--- config.mk ---
export PLATFORM = sky130hd
export DESIGN_NAME = mem_access_ctrl_flat
export DESIGN_NICKNAME = d
export VERILOG_FILES = /design/src/rtl/mem_ctrl_pkg.sv /design/src/rtl/mem_access_ctrl_if.sv /design/src/rtl/mem_align_check.sv /design/src/rtl/mem_access_ctrl.sv /design/src/flat_wrapper.sv
export SDC_FILE = /design/constraint.sdc
export NUM_CORES = 1
export LEC_CHECK = 0
export CORE_UTILIZATION = 50
export DETAILED_ROUTE_END_ITERATION = 6
export MAX_ROUTING_LAYER = met4
export PLACE_DENSITY = 0.9
export SETUP_SLACK_MARGIN = 0.5
export SYNTH_ARGS = -nofsm -noshare
export SYNTH_HDL_FRONTEND = slang
export SYNTH_SLANG_ARGS = --single-unit
--- constraint.sdc ---
create_clock -name clk -period 4.5 [get_ports clk]
set_clock_uncertainty 0.15 [all_clocks]
set_input_delay 0.9 -clock clk [delete_from_list [all_inputs] [get_ports clk]]
set_output_delay 0.9 -clock clk [all_outputs]
set_load 0.1 [all_outputs]
--- src/rtl/mem_ctrl_pkg.sv ---
// mem_ctrl_pkg: op, size and trap codes plus FSM state type for the memory access controller
package mem_ctrl_pkg;
    localparam logic [2:0] OP_LD     = 3'b000;
    localparam logic [2:0] OP_ST     = 3'b001;
    localparam logic [2:0] OP_LDD    = 3'b010;
    localparam logic [2:0] OP_STD    = 3'b011;
    localparam logic [2:0] OP_LDSTUB = 3'b100;
    localparam logic [2:0] OP_SWAP   = 3'b101;
    localparam logic [1:0] SZ_BYTE = 2'b00;
    localparam logic [1:0] SZ_HALF = 2'b01;
    localparam logic [1:0] SZ_WORD = 2'b10;
    localparam logic [1:0] TRAP_NONE     = 2'b00;
    localparam logic [1:0] TRAP_MISALIGN = 2'b01;
    localparam logic [1:0] TRAP_ILLEGAL  = 2'b10;
    typedef enum logic [2:0] {S_IDLE, S_ACC1, S_ACC2, S_RMW_WR, S_RESP} state_t;
endpackage

--- src/rtl/mem_access_ctrl_if.sv ---
// mem_access_ctrl_if: pipeline request/response and data-memory control bundle
interface mem_access_ctrl_if #(parameter int ADDR_W = 9, parameter int DATA_W = 32);
    logic              req_valid;
    logic              req_ready;
    logic [2:0]        req_op;
    logic [1:0]        req_size;
    logic              req_sext;
    logic [ADDR_W-1:0] req_addr;
    logic [DATA_W-1:0] req_wdata_hi;
    logic [DATA_W-1:0] req_wdata_lo;
    logic              resp_valid;
    logic [1:0]        resp_trap;
    logic [DATA_W-1:0] resp_rdata_hi;
    logic [DATA_W-1:0] resp_rdata_lo;
    logic              mem_enable;
    logic              mem_rw;
    logic [1:0]        mem_size;
    logic              mem_sext;
    logic [ADDR_W-1:0] mem_addr;
    logic [DATA_W-1:0] mem_wdata;
    logic [DATA_W-1:0] mem_rdata;
    modport master (
        output req_valid, req_op, req_size, req_sext, req_addr, req_wdata_hi, req_wdata_lo, mem_rdata,
        input  req_ready, resp_valid, resp_trap, resp_rdata_hi, resp_rdata_lo,
               mem_enable, mem_rw, mem_size, mem_sext, mem_addr, mem_wdata
    );
    modport slave (
        input  req_valid, req_op, req_size, req_sext, req_addr, req_wdata_hi, req_wdata_lo, mem_rdata,
        output req_ready, resp_valid, resp_trap, resp_rdata_hi, resp_rdata_lo,
               mem_enable, mem_rw, mem_size, mem_sext, mem_addr, mem_wdata
    );
endinterface

--- src/rtl/mem_align_check.sv ---
// mem_align_check: flags illegal op codes and misaligned addresses for a request
module mem_align_check
    import mem_ctrl_pkg::*;
(
    input  logic [2:0] op,
    input  logic [1:0] size,
    input  logic [2:0] addr,
    output logic       misaligned,
    output logic       illegal
);
    assign illegal = op[2] & op[1];
    assign misaligned = (op == OP_LD || op == OP_ST) ? (size == SZ_BYTE ? 1'b0 : size == SZ_HALF ? addr[0] : |addr[1:0]) :
                        (op == OP_LDD || op == OP_STD) ? |addr :
                        (op == OP_SWAP) ? |addr[1:0] : 1'b0;
endmodule

--- src/rtl/mem_access_ctrl.sv ---
// mem_access_ctrl: sequences single, double and read-modify-write accesses to the byte memory
module mem_access_ctrl
    import mem_ctrl_pkg::*;
#(
    parameter int ADDR_W = 9,
    parameter int DATA_W = 32
) (
    input logic clk,
    input logic reset,
    mem_access_ctrl_if.slave bus
);
    state_t            state;
    logic [2:0]        op_q;
    logic [1:0]        size_q;
    logic              sext_q;
    logic [ADDR_W-1:0] addr_q;
    logic [DATA_W-1:0] hi_q;
    logic [DATA_W-1:0] lo_q;
    logic [DATA_W-1:0] rd_q;
    logic              ready;
    logic              misaligned;
    logic              illegal;
    logic              acc1;
    logic              acc2;
    logic              rmw;

    mem_align_check u_align (
        .op         (bus.req_op),
        .size       (bus.req_size),
        .addr       (bus.req_addr[2:0]),
        .misaligned (misaligned),
        .illegal    (illegal)
    );

    assign acc1 = state == S_ACC1;
    assign acc2 = state == S_ACC2;
    assign rmw  = state == S_RMW_WR;
    assign bus.req_ready  = ready;
    assign bus.mem_enable = acc1 | acc2 | rmw;
    assign bus.mem_rw     = acc1 ? (op_q == OP_ST || op_q == OP_STD) : ((acc2 && op_q == OP_STD) || rmw);
    assign bus.mem_size   = acc1 ? ((op_q == OP_LD || op_q == OP_ST) ? size_q : op_q == OP_LDSTUB ? SZ_BYTE : SZ_WORD) :
                            acc2 ? SZ_WORD : rmw ? (op_q == OP_LDSTUB ? SZ_BYTE : SZ_WORD) : 2'b00;
    assign bus.mem_sext   = acc1 && op_q == OP_LD && sext_q;
    assign bus.mem_addr   = acc2 ? addr_q + ADDR_W'(4) : (acc1 || rmw) ? addr_q : '0;
    assign bus.mem_wdata  = acc1 ? (op_q == OP_ST ? lo_q : op_q == OP_STD ? hi_q : '0) :
                            acc2 ? (op_q == OP_STD ? lo_q : '0) :
                            rmw ? (op_q == OP_LDSTUB ? DATA_W'(8'hFF) : lo_q) : '0;

    // Request capture, access sequencing and registered response generation
    always_ff @(posedge clk) begin
        if (reset) begin
            state             <= S_IDLE;
            ready             <= 1'b1;
            op_q              <= '0;
            size_q            <= '0;
            sext_q            <= 1'b0;
            addr_q            <= '0;
            hi_q              <= '0;
            lo_q              <= '0;
            rd_q              <= '0;
            bus.resp_valid    <= 1'b0;
            bus.resp_trap     <= TRAP_NONE;
            bus.resp_rdata_hi <= '0;
            bus.resp_rdata_lo <= '0;
        end else begin
            bus.resp_valid <= 1'b0;
            case (state)
                S_IDLE: begin
                    if (bus.req_valid) begin
                        ready  <= 1'b0;
                        op_q   <= bus.req_op;
                        size_q <= bus.req_size == 2'b11 ? SZ_WORD : bus.req_size;
                        sext_q <= bus.req_sext;
                        addr_q <= bus.req_addr;
                        hi_q   <= bus.req_wdata_hi;
                        lo_q   <= bus.req_wdata_lo;
                        if (illegal || misaligned) begin
                            state             <= S_RESP;
                            bus.resp_valid    <= 1'b1;
                            bus.resp_trap     <= illegal ? TRAP_ILLEGAL : TRAP_MISALIGN;
                            bus.resp_rdata_hi <= '0;
                            bus.resp_rdata_lo <= '0;
                        end else begin
                            state <= S_ACC1;
                        end
                    end
                end
                S_ACC1: begin
                    rd_q <= bus.mem_rdata;
                    if (op_q == OP_LDD || op_q == OP_STD) begin
                        state <= S_ACC2;
                    end else if (op_q == OP_LDSTUB || op_q == OP_SWAP) begin
                        state <= S_RMW_WR;
                    end else begin
                        state             <= S_RESP;
                        bus.resp_valid    <= 1'b1;
                        bus.resp_trap     <= TRAP_NONE;
                        bus.resp_rdata_hi <= '0;
                        bus.resp_rdata_lo <= op_q == OP_LD ? bus.mem_rdata : '0;
                    end
                end
                S_ACC2: begin
                    state             <= S_RESP;
                    bus.resp_valid    <= 1'b1;
                    bus.resp_trap     <= TRAP_NONE;
                    bus.resp_rdata_hi <= op_q == OP_LDD ? rd_q : '0;
                    bus.resp_rdata_lo <= op_q == OP_LDD ? bus.mem_rdata : '0;
                end
                S_RMW_WR: begin
                    state             <= S_RESP;
                    bus.resp_valid    <= 1'b1;
                    bus.resp_trap     <= TRAP_NONE;
                    bus.resp_rdata_hi <= '0;
                    bus.resp_rdata_lo <= rd_q;
                end
                S_RESP: begin
                    state <= S_IDLE;
                    ready <= 1'b1;
                end
                default: begin
                    state <= S_IDLE;
                    ready <= 1'b1;
                end
            endcase
        end
    end
endmodule

--- src/flat_wrapper.sv ---
// flat-port wrapper written by rule: the top's interface ports become plain ports
module mem_access_ctrl_flat import mem_ctrl_pkg::*;
#(
    parameter int ADDR_W = 9,
    parameter int DATA_W = 32
)
  (clk, reset, bus_req_valid, bus_req_op, bus_req_size, bus_req_sext, bus_req_addr, bus_req_wdata_hi, bus_req_wdata_lo, bus_mem_rdata, bus_req_ready, bus_resp_valid, bus_resp_trap, bus_resp_rdata_hi, bus_resp_rdata_lo, bus_mem_enable, bus_mem_rw, bus_mem_size, bus_mem_sext, bus_mem_addr, bus_mem_wdata);
  mem_access_ctrl_if #(.ADDR_W(ADDR_W), .DATA_W(DATA_W)) bus_i ();
  input logic clk;
  input logic reset;
  input wire logic [$bits(bus_i.req_valid)-1:0] bus_req_valid;
  input wire logic [$bits(bus_i.req_op)-1:0] bus_req_op;
  input wire logic [$bits(bus_i.req_size)-1:0] bus_req_size;
  input wire logic [$bits(bus_i.req_sext)-1:0] bus_req_sext;
  input wire logic [$bits(bus_i.req_addr)-1:0] bus_req_addr;
  input wire logic [$bits(bus_i.req_wdata_hi)-1:0] bus_req_wdata_hi;
  input wire logic [$bits(bus_i.req_wdata_lo)-1:0] bus_req_wdata_lo;
  input wire logic [$bits(bus_i.mem_rdata)-1:0] bus_mem_rdata;
  output wire logic [$bits(bus_i.req_ready)-1:0] bus_req_ready;
  output wire logic [$bits(bus_i.resp_valid)-1:0] bus_resp_valid;
  output wire logic [$bits(bus_i.resp_trap)-1:0] bus_resp_trap;
  output wire logic [$bits(bus_i.resp_rdata_hi)-1:0] bus_resp_rdata_hi;
  output wire logic [$bits(bus_i.resp_rdata_lo)-1:0] bus_resp_rdata_lo;
  output wire logic [$bits(bus_i.mem_enable)-1:0] bus_mem_enable;
  output wire logic [$bits(bus_i.mem_rw)-1:0] bus_mem_rw;
  output wire logic [$bits(bus_i.mem_size)-1:0] bus_mem_size;
  output wire logic [$bits(bus_i.mem_sext)-1:0] bus_mem_sext;
  output wire logic [$bits(bus_i.mem_addr)-1:0] bus_mem_addr;
  output wire logic [$bits(bus_i.mem_wdata)-1:0] bus_mem_wdata;
  assign bus_i.req_valid = bus_req_valid;
  assign bus_i.req_op = bus_req_op;
  assign bus_i.req_size = bus_req_size;
  assign bus_i.req_sext = bus_req_sext;
  assign bus_i.req_addr = bus_req_addr;
  assign bus_i.req_wdata_hi = bus_req_wdata_hi;
  assign bus_i.req_wdata_lo = bus_req_wdata_lo;
  assign bus_i.mem_rdata = bus_mem_rdata;
  assign bus_req_ready = bus_i.req_ready;
  assign bus_resp_valid = bus_i.resp_valid;
  assign bus_resp_trap = bus_i.resp_trap;
  assign bus_resp_rdata_hi = bus_i.resp_rdata_hi;
  assign bus_resp_rdata_lo = bus_i.resp_rdata_lo;
  assign bus_mem_enable = bus_i.mem_enable;
  assign bus_mem_rw = bus_i.mem_rw;
  assign bus_mem_size = bus_i.mem_size;
  assign bus_mem_sext = bus_i.mem_sext;
  assign bus_mem_addr = bus_i.mem_addr;
  assign bus_mem_wdata = bus_i.mem_wdata;
  mem_access_ctrl #(.ADDR_W(ADDR_W), .DATA_W(DATA_W)) u_core (.clk(clk), .reset(reset), .bus(bus_i));
endmodule
---- Yosys cells after proc, flatten, opt, wreduce, memory -nomap -nowiden ----
Index checks and enable logic that the tools add are counted.
cells by class
  $add $sub $neg .......................... 1
  multiplexer cells ....................... 50
  bitwise operators ....................... 4
  reduce and logical (&&, ||, !) cells .... 26
  eq/ne operators ......................... 18
operators by type and width
  cell                 number
  $mux 32              16
  $pmux 32 s4          2
  $mux 2               11
  $eq 3x2->1 const B   6
  $mux 9               2
  $mux 3               4
  $mux 1               11
  $reduce_and 5->1     2
  $add 9x3->9 const B  1
  $eq 3x1->1 const B   3
  $eq 3x3->1 const B   3
  $logic_not 3->1      3
  $logic_or 1x1->1     9
  $pmux 3 s3           1
  $ne 2x2->1 const B   3
  $pmux 2 s3           1
  $reduce_or 3->1      2
  $reduce_and 2->1     2
  $reduce_bool 4->1    1
  $reduce_or 2->1      2
  $logic_and 1x1->1    3
  $pmux 1 s3           1
  $reduce_bool 3->1    1
  $eq 2x1->1 const B   1
  7 further kinds      8
word-level totals
  bits in registers ....................... 182
  logic and storage cells ................. 112
  output and inout bits ................... 114
  input bits .............................. 114

---- Longest topological paths before layout ----
  word-level depth ........................ 8
  gate-level depth with buffers ........... 9
  mapped depth without buffers ............ 7

---- Cells and area by module ----
Synthesis repeated with hierarchy kept, for this count alone.
unflattened totals
  cell total of the unflattened synthesis .. 801
  area, all modules ....................... 6,994.2 um^2
modules (own cells, without submodules)
  module           seq. area each (um^2)  cells each  area an instance (um^2)  times used
  mem_access_ctrl  3,643.5                794         6,939.2                  1
  mem_align_check  0.0                    7           55.1                     1

---- Least setup slack after synthesis ----
Ideal clock, no wire load.
  path type ............................... register -> output
  start ................................... reg u_core.state[1]
  end ..................................... out bus_mem_addr[5]
  data arrival time ....................... 3,601 ps
  cell stages (with the launch flop) ...... 6
  data required time ...................... 3,450 ps
  path buffers ............................ 1
  slack ................................... -151 ps
  cell sequence ........................... dfxtp_1 > buf_6 > nor2_2 > nor2_1 > nand2_1 > mux2i_1
between the ends
  cells in the longest elaborated chain, start to end .. 4
  elaborated cells on any way between the ends .. 6
  classes of those cells .................. eq/ne: 3; mux: 2; reduce/logical: 1
RTL lines
  what                                      line                                          text
  start: declaration                        mem_access_ctrl.sv:12                         state_t state;
  start signal: assignment                  mem_access_ctrl.sv:52                         state <= S_IDLE;
  start signal: assignment                  mem_access_ctrl.sv:78                         state <= S_RESP;
  start signal: assignment                  mem_access_ctrl.sv:84                         state <= S_ACC1;
  $eq 3x1->1 or $eq 3x2->1 (tied branches)  mem_access_ctrl.sv:35, mem_access_ctrl.sv:37
  $logic_or 1x1->1                          mem_access_ctrl.sv:44                         assign bus.mem_addr = acc2 ? addr_q + ADDR_W'(4) : (acc1 || rmw) ? addr_q : '0;
  $mux 9                                    mem_access_ctrl.sv:44
  $mux 9 (*)                                mem_access_ctrl.sv:44
  end: declaration                          flat_wrapper.sv:28                            output wire logic [$bits(bus_i.mem_addr)-1:0] bus_mem_addr;
Mark *: on every way between the ends. The rest lies on a longest branch, timed or not.

---- Worst setup path in the final report ----
  start ................................... reg u_core.state[0]
  end ..................................... out bus_mem_addr[4]
The elaborated chain is that of the path after synthesis.

==> impl_metrics.json <==
{
  "p_total_mw": 3.89,
  "slew_headroom": 0.302,
  "track_usage": 0.276,
  "drc": 0,
  "clkTransAtPathRegs_ns": 0.07,
  "cp_max_fo": 15,
  "dpl_cell_area_um2": 9940,
  "cts_buffer_depth": 2,
  "hold_path.class": "flip-flop to flip-flop",
  "maxCapViolCount": 0,
  "dpl.hpwl_um": 13400,
  "finalMaxSlewViolations": 0,
  "status": "complete, no violations",
  "gr-usage-met3": 0.0810,
  "rows": 44,
  "die_area_um2": 15300,
  "cts_sinks": 182,
  "arrival_ns": 2.69,
  "area_growth_pct": 41.7,
  "tightestPinTransition_ns": 1.04,
  "grt_antenna_before_repair": 0,
  "start_kind": "flip-flop",
  "die_w_um": 124,
  "cpMostUsedCell": "nor2_1",
  "initial_core_util": 0.512,
  "cpPeakStageDelay_ns": 1.02,
  "cts_root_buf": "clkbuf_16",
  "grt_overflow": 0,
  "cts_buffers": 17,
  "fmaxAchievable_mhz": 267,
  "syn-cell-area_um2": 7410,
  "io_pins": 228,
  "post-cts-setup-buffer-count": 0,
  "path_cells": "nor2_1 > mux2_2 > a22oi_1 > nor2_1 > clkdlybuf4s50_1",
  "rsz0062_at_grt": "false",
  "setup_tns_ns": 0,
  "synthFlopType": "dfxtp_1",
  "fin_nets": 1151,
  "cp-end-kind": "primary output",
  "use_met2": 0.450,
  "io_buffer_count": 227,
  "ys_types": 51,
  "cts_tree": "built",
  "path_class": "flip-flop to primary output",
  "required_ns": 3.45,
  "avgSynthCellArea_um2": 8.75,
  "ant_nets": 0,
  "grt_max_degree": 78,
  "core_area_um2": 14500,
  "ys_warn_count": 0,
  "finalCriticalPeriod_ns": 3.74,
  "dr.pass1.iters": 5,
  "pwr_density_cell_nw_per_um2": 371,
  "final_area_um2": 10500,
  "ir_drop_mv": 0.259,
  "grt_pass1_vias": 6449,
  "vias_per_cell": 5.57,
  "wl_per_cell_um": 16.4,
  "cpMaxStageDelayCell": "clkdlybuf4s50_1",
  "hold_viol_final": 0,
  "synth-async-reset-ratio": 0,
  "fp.dieH_um": 124,
  "initialDrtViolationCount": 741,
  "synth_seq_cells": 182,
  "grt_pass1_wl_um": 31600,
  "syn_nets": 966,
  "grt_use_met1": 0.314,
  "period_share": 0.832,
  "gr-max-usage-layer": "met2",
  "synth-seq-area-share": 0.492,
  "drive_gt1_frac": 0.131,
  "p_leak_nw": 3.81,
  "ctsResizeCount": 0,
  "ctsHoldBuffers": 0,
  "n_antenna_cell": 0,
  "ctsHtreeMaxLevel": 4,
  "final_util": 0.725,
  "gp_congestion": 0.836,
  "wl_um": 20200,
  "vias": 6847,
  "setup_viol": 0,
  "synth_edf_count": 0,
  "syn_inst": 847,
  "clock_latency_ns": 0.43
}
-- layout make-up --
| type | instances | area, um^2 |
|---|---|---|
| Inverter | 4 | 15.0 |
| Sequential cell | 182 | 3640 |
| Timing Repair Buffer | 240 | 2660 |
| Fill cell | 1047 | 3990 |
| Multi-Input combinational cell | 587 | 3390 |
| Clock buffer | 20 | 457 |
| Clock inverter | 12 | 93.8 |
| Tap cell | 184 | 230 |
-- routing by layer --
layer	up-vias	wire [um]
met2	264	9870
met1	3223	8040
li1	3312	-
met4	0	550
met3	48	1690
met5	-	0
-- synth_stat cells (5+ instances only) --
library cell | n | share of area
a211oi_2 | 30 | 0.051
a21oi_1 | 119 | 0.080
a221o_1 | 8 | 0.011
a22o_1 | 56 | 0.066
a22oi_1 | 33 | 0.033
and3_1 | 7 | 0.0059
buf_2 | 25 | 0.017
buf_4 | 10 | 0.010
clkbuf_1 | 34 | 0.017
dfxtp_1 | 182 | 0.49
ha_1 | 5 | 0.0084
nand2_1 | 229 | 0.12
nand3_1 | 8 | 0.0054
nor2_1 | 41 | 0.021
o21ai_0 | 5 | 0.0034
-- report_power, final --
| part | total (mW) | internal, mW | switching (mW) |
|---|---|---|---|
| registers | 1.76 | 1.70 | 0.0605 |
| logic | 0.745 | 0.243 | 0.502 |
| clock network | 1.38 | 0.743 | 0.639 |
-- sequential cells by signal (all words and copies together) (netlist names) --
register and cells:
u_core.bus.resp_rdata_hi 32, u_core.bus.resp_rdata_lo 32, u_core.hi_q 32, u_core.op_q 3, u_core.bus.req_ready 1, u_core.size_q 2
u_core.lo_q 32, u_core.state 3, u_core.bus.resp_trap 2, u_core.sext_q 1, u_core.addr_q 9, u_core.bus.resp_valid 1
u_core.rd_q 32
-- layout by cell type, fill, tap and decap left out, types with 4 or more instances in the layout --
cell type	synthesis	final
a211oi_2	30	30
a21oi_1	119	119
a221o_1	8	8
a22o_1	56	56
a22oi_1	33	33
and3_1	7	6
buf_12	0	32
buf_4	10	26
clkbuf_16	0	17
clkdlybuf4s50_1	0	181
dfxtp_1	182	182
ha_1	5	5
inv_6	0	4
nand2_1	229	229
nand3_1	8	7
nor2_1	41	40
nor2b_1	4	4
-- worst max-delay path, delay by kind of cell, from the launching register on --
| kind | cells | cell delay [ns] |
|---|---|---|
| buffers and inverters | 1 | 1.02 |
| DFF | 1 | 0.67 |
| muxes | 1 | 0.28 |
| and+or+nand+nor | 2 | 0.16 |
| AOI/OAI and AO/OA | 1 | 0.13 |
-- cell families after synthesis --
kind of cell,count (synthesis),share of synthesized area
flops,182,0.492
buf+inv,78,0.0535
fa+ha+maj,5,0.00845
compound gates,265,0.263
xor+xnor,1,0.00118
simple gates,311,0.175
mux,5,0.00709
-- stage by stage --
| step | setup slack (ns) | hold WS [ns] | instances |
|---|---|---|---|
| final | 0.755 | 0.302 | 1229 |
| after global routing | 0.631 | 0.324 | 1229 |
| after CTS | 0.765 | 0.304 | 1229 |
| after detailed placement | 1.02 | 0.295 | 1197 |
| after global placement | 1.09 | 0.285 | 1197 |
| after floorplan | 0.833 | 0.277 | 847 |
-- final timing paths --
check	startpoint	to	slack, ns	cells past startpoint
max	u_core.state[0]	bus_mem_addr[4]	0.76	5
max reg2reg	u_core.state[0]	u_core.bus.resp_rdata_lo[30]	1.58	7
min reg2reg	u_core.size_q[0]	u_core.size_q[0]	0.30	2
min	u_core.size_q[0]	u_core.size_q[0]	0.30	2
Power figures use the tool's default switching activity.
==> RTL change 1 (same flow settings) <==
`ADDR_W` is set to 9 in 3 places; all go to 10.
--- a/src/rtl/mem_access_ctrl_if.sv
+++ b/src/rtl/mem_access_ctrl_if.sv
@@ -1,4 +1,4 @@
 // mem_access_ctrl_if: pipeline request/response and data-memory control bundle
-interface mem_access_ctrl_if #(parameter int ADDR_W = 9, parameter int DATA_W = 32);
+interface mem_access_ctrl_if #(parameter int ADDR_W = 10, parameter int DATA_W = 32);
     logic              req_valid;
     logic              req_ready;
--- a/src/rtl/mem_access_ctrl.sv
+++ b/src/rtl/mem_access_ctrl.sv
@@ -3,5 +3,5 @@
     import mem_ctrl_pkg::*;
 #(
-    parameter int ADDR_W = 9,
+    parameter int ADDR_W = 10,
     parameter int DATA_W = 32
 ) (
--- a/src/flat_wrapper.sv
+++ b/src/flat_wrapper.sv
@@ -2,5 +2,5 @@
 module mem_access_ctrl_flat import mem_ctrl_pkg::*;
 #(
-    parameter int ADDR_W = 9,
+    parameter int ADDR_W = 10,
     parameter int DATA_W = 32
 )
Interface: changed (resized bus_mem_addr and bus_req_addr); port bits go from 228 to 230. The function was not compared with the original's and may differ.
==> RTL change 1 against the unedited design <==
  * Critical path depth unchanged
  * Routed wire length increased by 2.6%
  * Setup slack improved by 19 ps
  * Area after synthesis increased by 0.51%
  * Cell area increased by 1.2%
  * Maximum frequency increased by 0.51%
  * Power increased by 3.4%
  * Die area increased by 0.49%
  * Sequential cell count increased by 1
  * Critical path type unchanged
  * Critical endpoint is now bus_mem_addr[3]
  * Largest power group unchanged
==> RTL change 1: results (changes against the unedited design) <==
Layout
  – Synth-to-layout area growth: 42.6%
  – Layout fillers: 1026 (-2.0%)
  – Layout cells sized above 1: 0.129 (-0.00207)
  – Antenna diode count: 0 (unchanged)

Worst setup path
  – CP max-delay cell: clkdlybuf4s50_1
  – Worst Path Arrival: 2680 ps (about the same)
  – Worst path top cell family by delay: buffers and inverters
  – Crit-path max FO: 19 (+4)
  – Max incr delay on CP: 1150 ps (+130 ps)

GRT
  – First-pass GRT wire length: 31.6 mm (about the same)
  – Vias in the first global route: 6467 (+0.28%)
  – Largest net degree at the start of global routing: 74 (-5.1%)
  – GR Util All Layers: 0.274 (-0.00125)
  – Initial antenna violation count: 0 (unchanged)

Logic synthesis
  – Area contributors post-synth: dfxtp_1 (49%), nand2_1 (12%), a21oi_1 (8.1%), a22o_1 (6.6%), a211oi_2 (5.0%)
  – Gate Count Post-Synth: 855 (+0.94%)
  – Post-synth ARST share: 0 (unchanged)
  – Number of synthesis warnings: 0 (unchanged)
  – Commonest cells in the netlist: nand2_1 (231), dfxtp_1 (183), a21oi_1 (120), a22o_1 (56), nor2_1 (41)
  – Syn nets: 975 (+0.93%)
  – Register area share after synthesis: 0.492 (about the same)
  – Synth cell types: 51 (unchanged)

Placement
  – Buffers on Ports: 229 (+0.88%)
  – Placed cells: 1207 (+0.84%)
  – DP Area: 10000 um^2 (+0.86%)
  – Place WS: 1150 ps (+138 ps)
  – Placer Congestion: 0.870 (+4.2%)
  – HPWL Detailed: 13.5 mm (+1.2%)

CTS
  – Clock Path Buffers: 2 (unchanged)
  – Skew-Pair Late Insertion Delay: 420 ps
  – H-tree depth: 4 (unchanged)
  – Cts bufs inserted: 17 (unchanged)
  – Post-cts gate resize count: 0 (unchanged)
  – Setup Fix Bufs, Post-CTS: 0 (unchanged)
  – Worst-path clk slew: 60 ps
  – Root Driver: clkbuf_16

STA
  – Slew @ Worst Pin: 1050 ps (+7.49 ps)

Drt
  – Vias per inst: 5.65 (+1.5%)
  – Initial DRC count: 776 (+4.7%)
  – Final wirelength: 20.7 mm (+2.6%)
  – DRT Pass-1 Iters: 5 (unchanged)
  – Total vias in the final route: 6998 (+2.2%)

Status
  – Status: finished clean

Power
  – Static leakage: 0.00384 uW (+0.85%)
  – Peak supply drop: 275 uV (+6.3%)

Worst hold path
  – Min-delay worst type: reg -> reg
[RTL change 1: final timing paths]
path	startpoint	slack (ps)	to	depth (start not counted)
worst min register to register	u_core.sext_q$_SDFFE_PP0P_	300	u_core.sext_q$_SDFFE_PP0P_	2
worst max register to register	u_core.op_q[1]$_SDFFE_PP0P_	1630	u_core.bus.resp_rdata_lo[11]$_SDFFE_PP0P_	8
worst max-delay path	u_core.state[1]$_SDFFE_PP0P_	770	bus_mem_addr[3]	5
worst min-delay path	u_core.sext_q$_SDFFE_PP0P_	300	u_core.sext_q$_SDFFE_PP0P_	2
[RTL change 1: area by class of cell]
| type | instances | share of cell area |
|---|---|---|
| Sequential cell | 183 | 0.345 |
| Multi-Input combinational cell | 594 | 0.323 |
| Timing Repair Buffer | 242 | 0.254 |
| Clock buffer | 20 | 0.0411 |
| Tap cell | 184 | 0.0217 |
| Clock inverter | 11 | 0.0143 |
| Inverter | 4 | 0.00141 |
[RTL change 1: cell families after synthesis]
logic type | count (synthesis) | share of synthesized area
and+or+nand+nor | 314 | 0.176
AOI/OAI and AO/OA | 271 | 0.266
DFF | 183 | 0.492
buffers and inverters | 78 | 0.0516
adders and majority gates | 5 | 0.00840
muxes | 3 | 0.00487
xor gates and xnor gates | 1 | 0.00118
[RTL change 1: layer usage]
metal / track usage / up-vias / share of wire
met2: 0.450 / 310 / 0.49
met4: 0.0930 / 0 / 0.019
met3: 0.0980 / 29 / 0.092
met5: - / - / 0
li1: - / 3355 / -
met1: 0.309 / 3304 / 0.40
[RTL change 1: report_power, final]
| part | leakage (uW) | switching [uW] | internal (uW) |
|---|---|---|---|
| clock | 0.000278 | 619 | 874 |
| combinational | 0.00207 | 507 | 245 |
| sequential | 0.00149 | 63.8 | 1710 |
==> RTL change 2 (same flow settings) <==
Without the edit above. Encoding of `state_t`: now one-hot (5 bits for 5 states).
--- a/src/rtl/mem_ctrl_pkg.sv
+++ b/src/rtl/mem_ctrl_pkg.sv
@@ -13,5 +13,5 @@
     localparam logic [1:0] TRAP_MISALIGN = 2'b01;
     localparam logic [1:0] TRAP_ILLEGAL  = 2'b10;
-    typedef enum logic [2:0] {S_IDLE, S_ACC1, S_ACC2, S_RMW_WR, S_RESP} state_t;
+    typedef enum logic [4:0] {S_IDLE = 5'b00001, S_ACC1 = 5'b00010, S_ACC2 = 5'b00100, S_RMW_WR = 5'b01000, S_RESP = 5'b10000} state_t;
 endpackage
 
Formal check against the unedited RTL: no difference found for any inputs over 4 cycles, from zero or initial values and one cycle with reset high; so few cycles prove little.
==> RTL change 2 against the unedited design <==
  * The flow now finishes with violations (design-rule violations)
  * Synthesized cell count up 3.3%
  * Via count rose by 7.4%
  * Largest power group unchanged
  * Routed wire length grew 10%
  * Power grew 2.5%
  * Setup slack lost 94 ps
  * Area after synthesis decreased by 0.61%
  * Cell area grew 0.26%
  * Combinational power down 7.1%
  * Non-clock buffer count increased by 1
  * Sequential cell count grew 2
  * Worst hold slack got worse by 1.1 ps
  * Maximum frequency down 2.5%
==> RTL change 2: results (changes against the unedited design) <==
Status
  – Status: complete, but fails checks
  – Failing checks: design-rule violations

Logic synthesis
  – Area contributors post-synth: dfxtp_1 (50%), nand2_1 (12%), a21oi_1 (8.8%), a22o_1 (6.8%), nor3_1 (4.6%)
  – Synth cell types: 49 (-3.9%)
  – Commonest cells in the netlist: nand2_1 (235), dfxtp_1 (184), a21oi_1 (129), nor3_1 (68), clkbuf_1 (60)
  – Number of synthesis warnings: 0 (unchanged)
  – Syn nets: 993 (+2.8%)
  – Post-synth ARST share: 0 (unchanged)
  – Gate Count Post-Synth: 875 (+3.3%)
  – Register area share after synthesis: 0.500 (+0.00845)

Placement
  – Placer Congestion: 0.875 (+4.8%)
  – HPWL Detailed: 14.4 mm (+8.0%)
  – Buffers on Ports: 227 (unchanged)
  – Place WS: 980 ps (-36.3 ps)
  – DP Area: 9910 um^2 (-0.35%)

STA
  – Slew @ Worst Pin: 1020 ps (-27.0 ps)

Worst setup path
  – Max incr delay on CP: 1030 ps
  – Crit-path max FO: 11 (-4)
  – Worst path top cell family by delay: buffers and inverters
  – Worst Path Arrival: 2790 ps (+100 ps)

Drt
  – Vias per inst: 5.89 (+5.7%)
  – Wl on met1: 8.53 mm (+6.1%)
  – Metal3 WL: 2.13 mm (+26%)
  – DRT Pass-1 Iters: 7 (+2)
  – Routed wire per std cell: 17.8 um (+8.4%)
  – Total vias in the final route: 7356 (+7.4%)
  – Initial DRC count: 926 (+25%)
  – DR WL met2: 11.1 mm (+13%)
  – Residual DRC count: 5 (+5)

GRT
  – M1 GR Usage: 0.351 (+0.0365)
  – Largest net degree at the start of global routing: 82 (+5.1%)
  – GR Util All Layers: 0.304 (+0.0287)
  – Initial antenna violation count: 0 (unchanged)
  – Met2 Resource Use GR: 0.504 (+0.0545)
  – GRT overflow: 0 (unchanged)
  – Vias in the first global route: 7087 (+9.9%)
  – Grt met3 use: 0.0849 (+0.00383)
  – First-pass GRT wire length: 34.9 mm (+11%)

CTS
  – Root Driver: clkbuf_16
  – Clock Path Buffers: 2 (unchanged)
  – Post-cts gate resize count: 0 (unchanged)
  – Skew-Pair Late Insertion Delay: 420 ps

Layout
  – Layout cells sized above 1: 0.100 (-0.0310)
  – Antenna diode count: 0 (unchanged)
  – # nets final: 1176 (+2.2%)

Power
  – Static leakage: 0.00389 uW (+2.1%)
  – Peak supply drop: 275 uV (+6.0%)

Worst hold path
  – Min-delay worst type: reg -> reg
==> RTL change 2: changes by cell type after synthesis, moves of 5 or more <==
cell / delta
a211oi_2: -30
a21oi_1: +10
a221o_1: -5
a222oi_1: +32
a22oi_1: -33
and3_1: -5
buf_2: -18
buf_4: -7
clkbuf_1: +26
nand2_1: +6
nor2_1: -26
nor3_1: +64
==> RTL change 2: kinds of logic after synthesis <==
logic type,Yosys count,share of synthesized area
flip-flops,184,0.500
AND/OR/NAND/NOR,352,0.206
adder cells (fa/ha/maj),4,0.00680
AO/OA/AOI/OAI,243,0.226
multiplexers,6,0.00918
XOR/XNOR,4,0.00476
buffers and inverters,82,0.0476
==> RTL change 2: cell type report <==
type                            count  area (um^2)
Timing Repair Buffer              241         2620
Clock buffer                       23          488
Multi-Input combinational cell    609         3360
Tap cell                          180          225
Sequential cell                   184         3680
Clock inverter                      7          118
Fill cell                         977         3580
Inverter                            5         18.8
==> RTL change 2: final timing paths <==
| path | start | end | slack [ps] | cells past startpoint |
|---|---|---|---|---|
| setup reg to reg | u_core.state[3]$_SDFFE_PP0P_ | u_core.bus.resp_rdata_hi[24]$_SDFFE_PP0P_ | 1560 | 6 |
| hold reg to reg | u_core.sext_q$_SDFFE_PP0P_ | u_core.sext_q$_SDFFE_PP0P_ | 300 | 2 |
| hold / removal | u_core.sext_q$_SDFFE_PP0P_ | u_core.sext_q$_SDFFE_PP0P_ | 300 | 2 |
| setup / recovery | u_core.state[2]$_SDFFE_PP0P_ | bus_mem_enable | 660 | 4 |
==> RTL change 2: report_power, final <==
group          internal [uW]  total [uW]  switching [uW]  leakage (uW)
combinational            239         692             452       0.00209
sequential              1710        1770            57.9       0.00150
clock                    928        1530             598      0.000299
total                   2880        3990            1110       0.00389
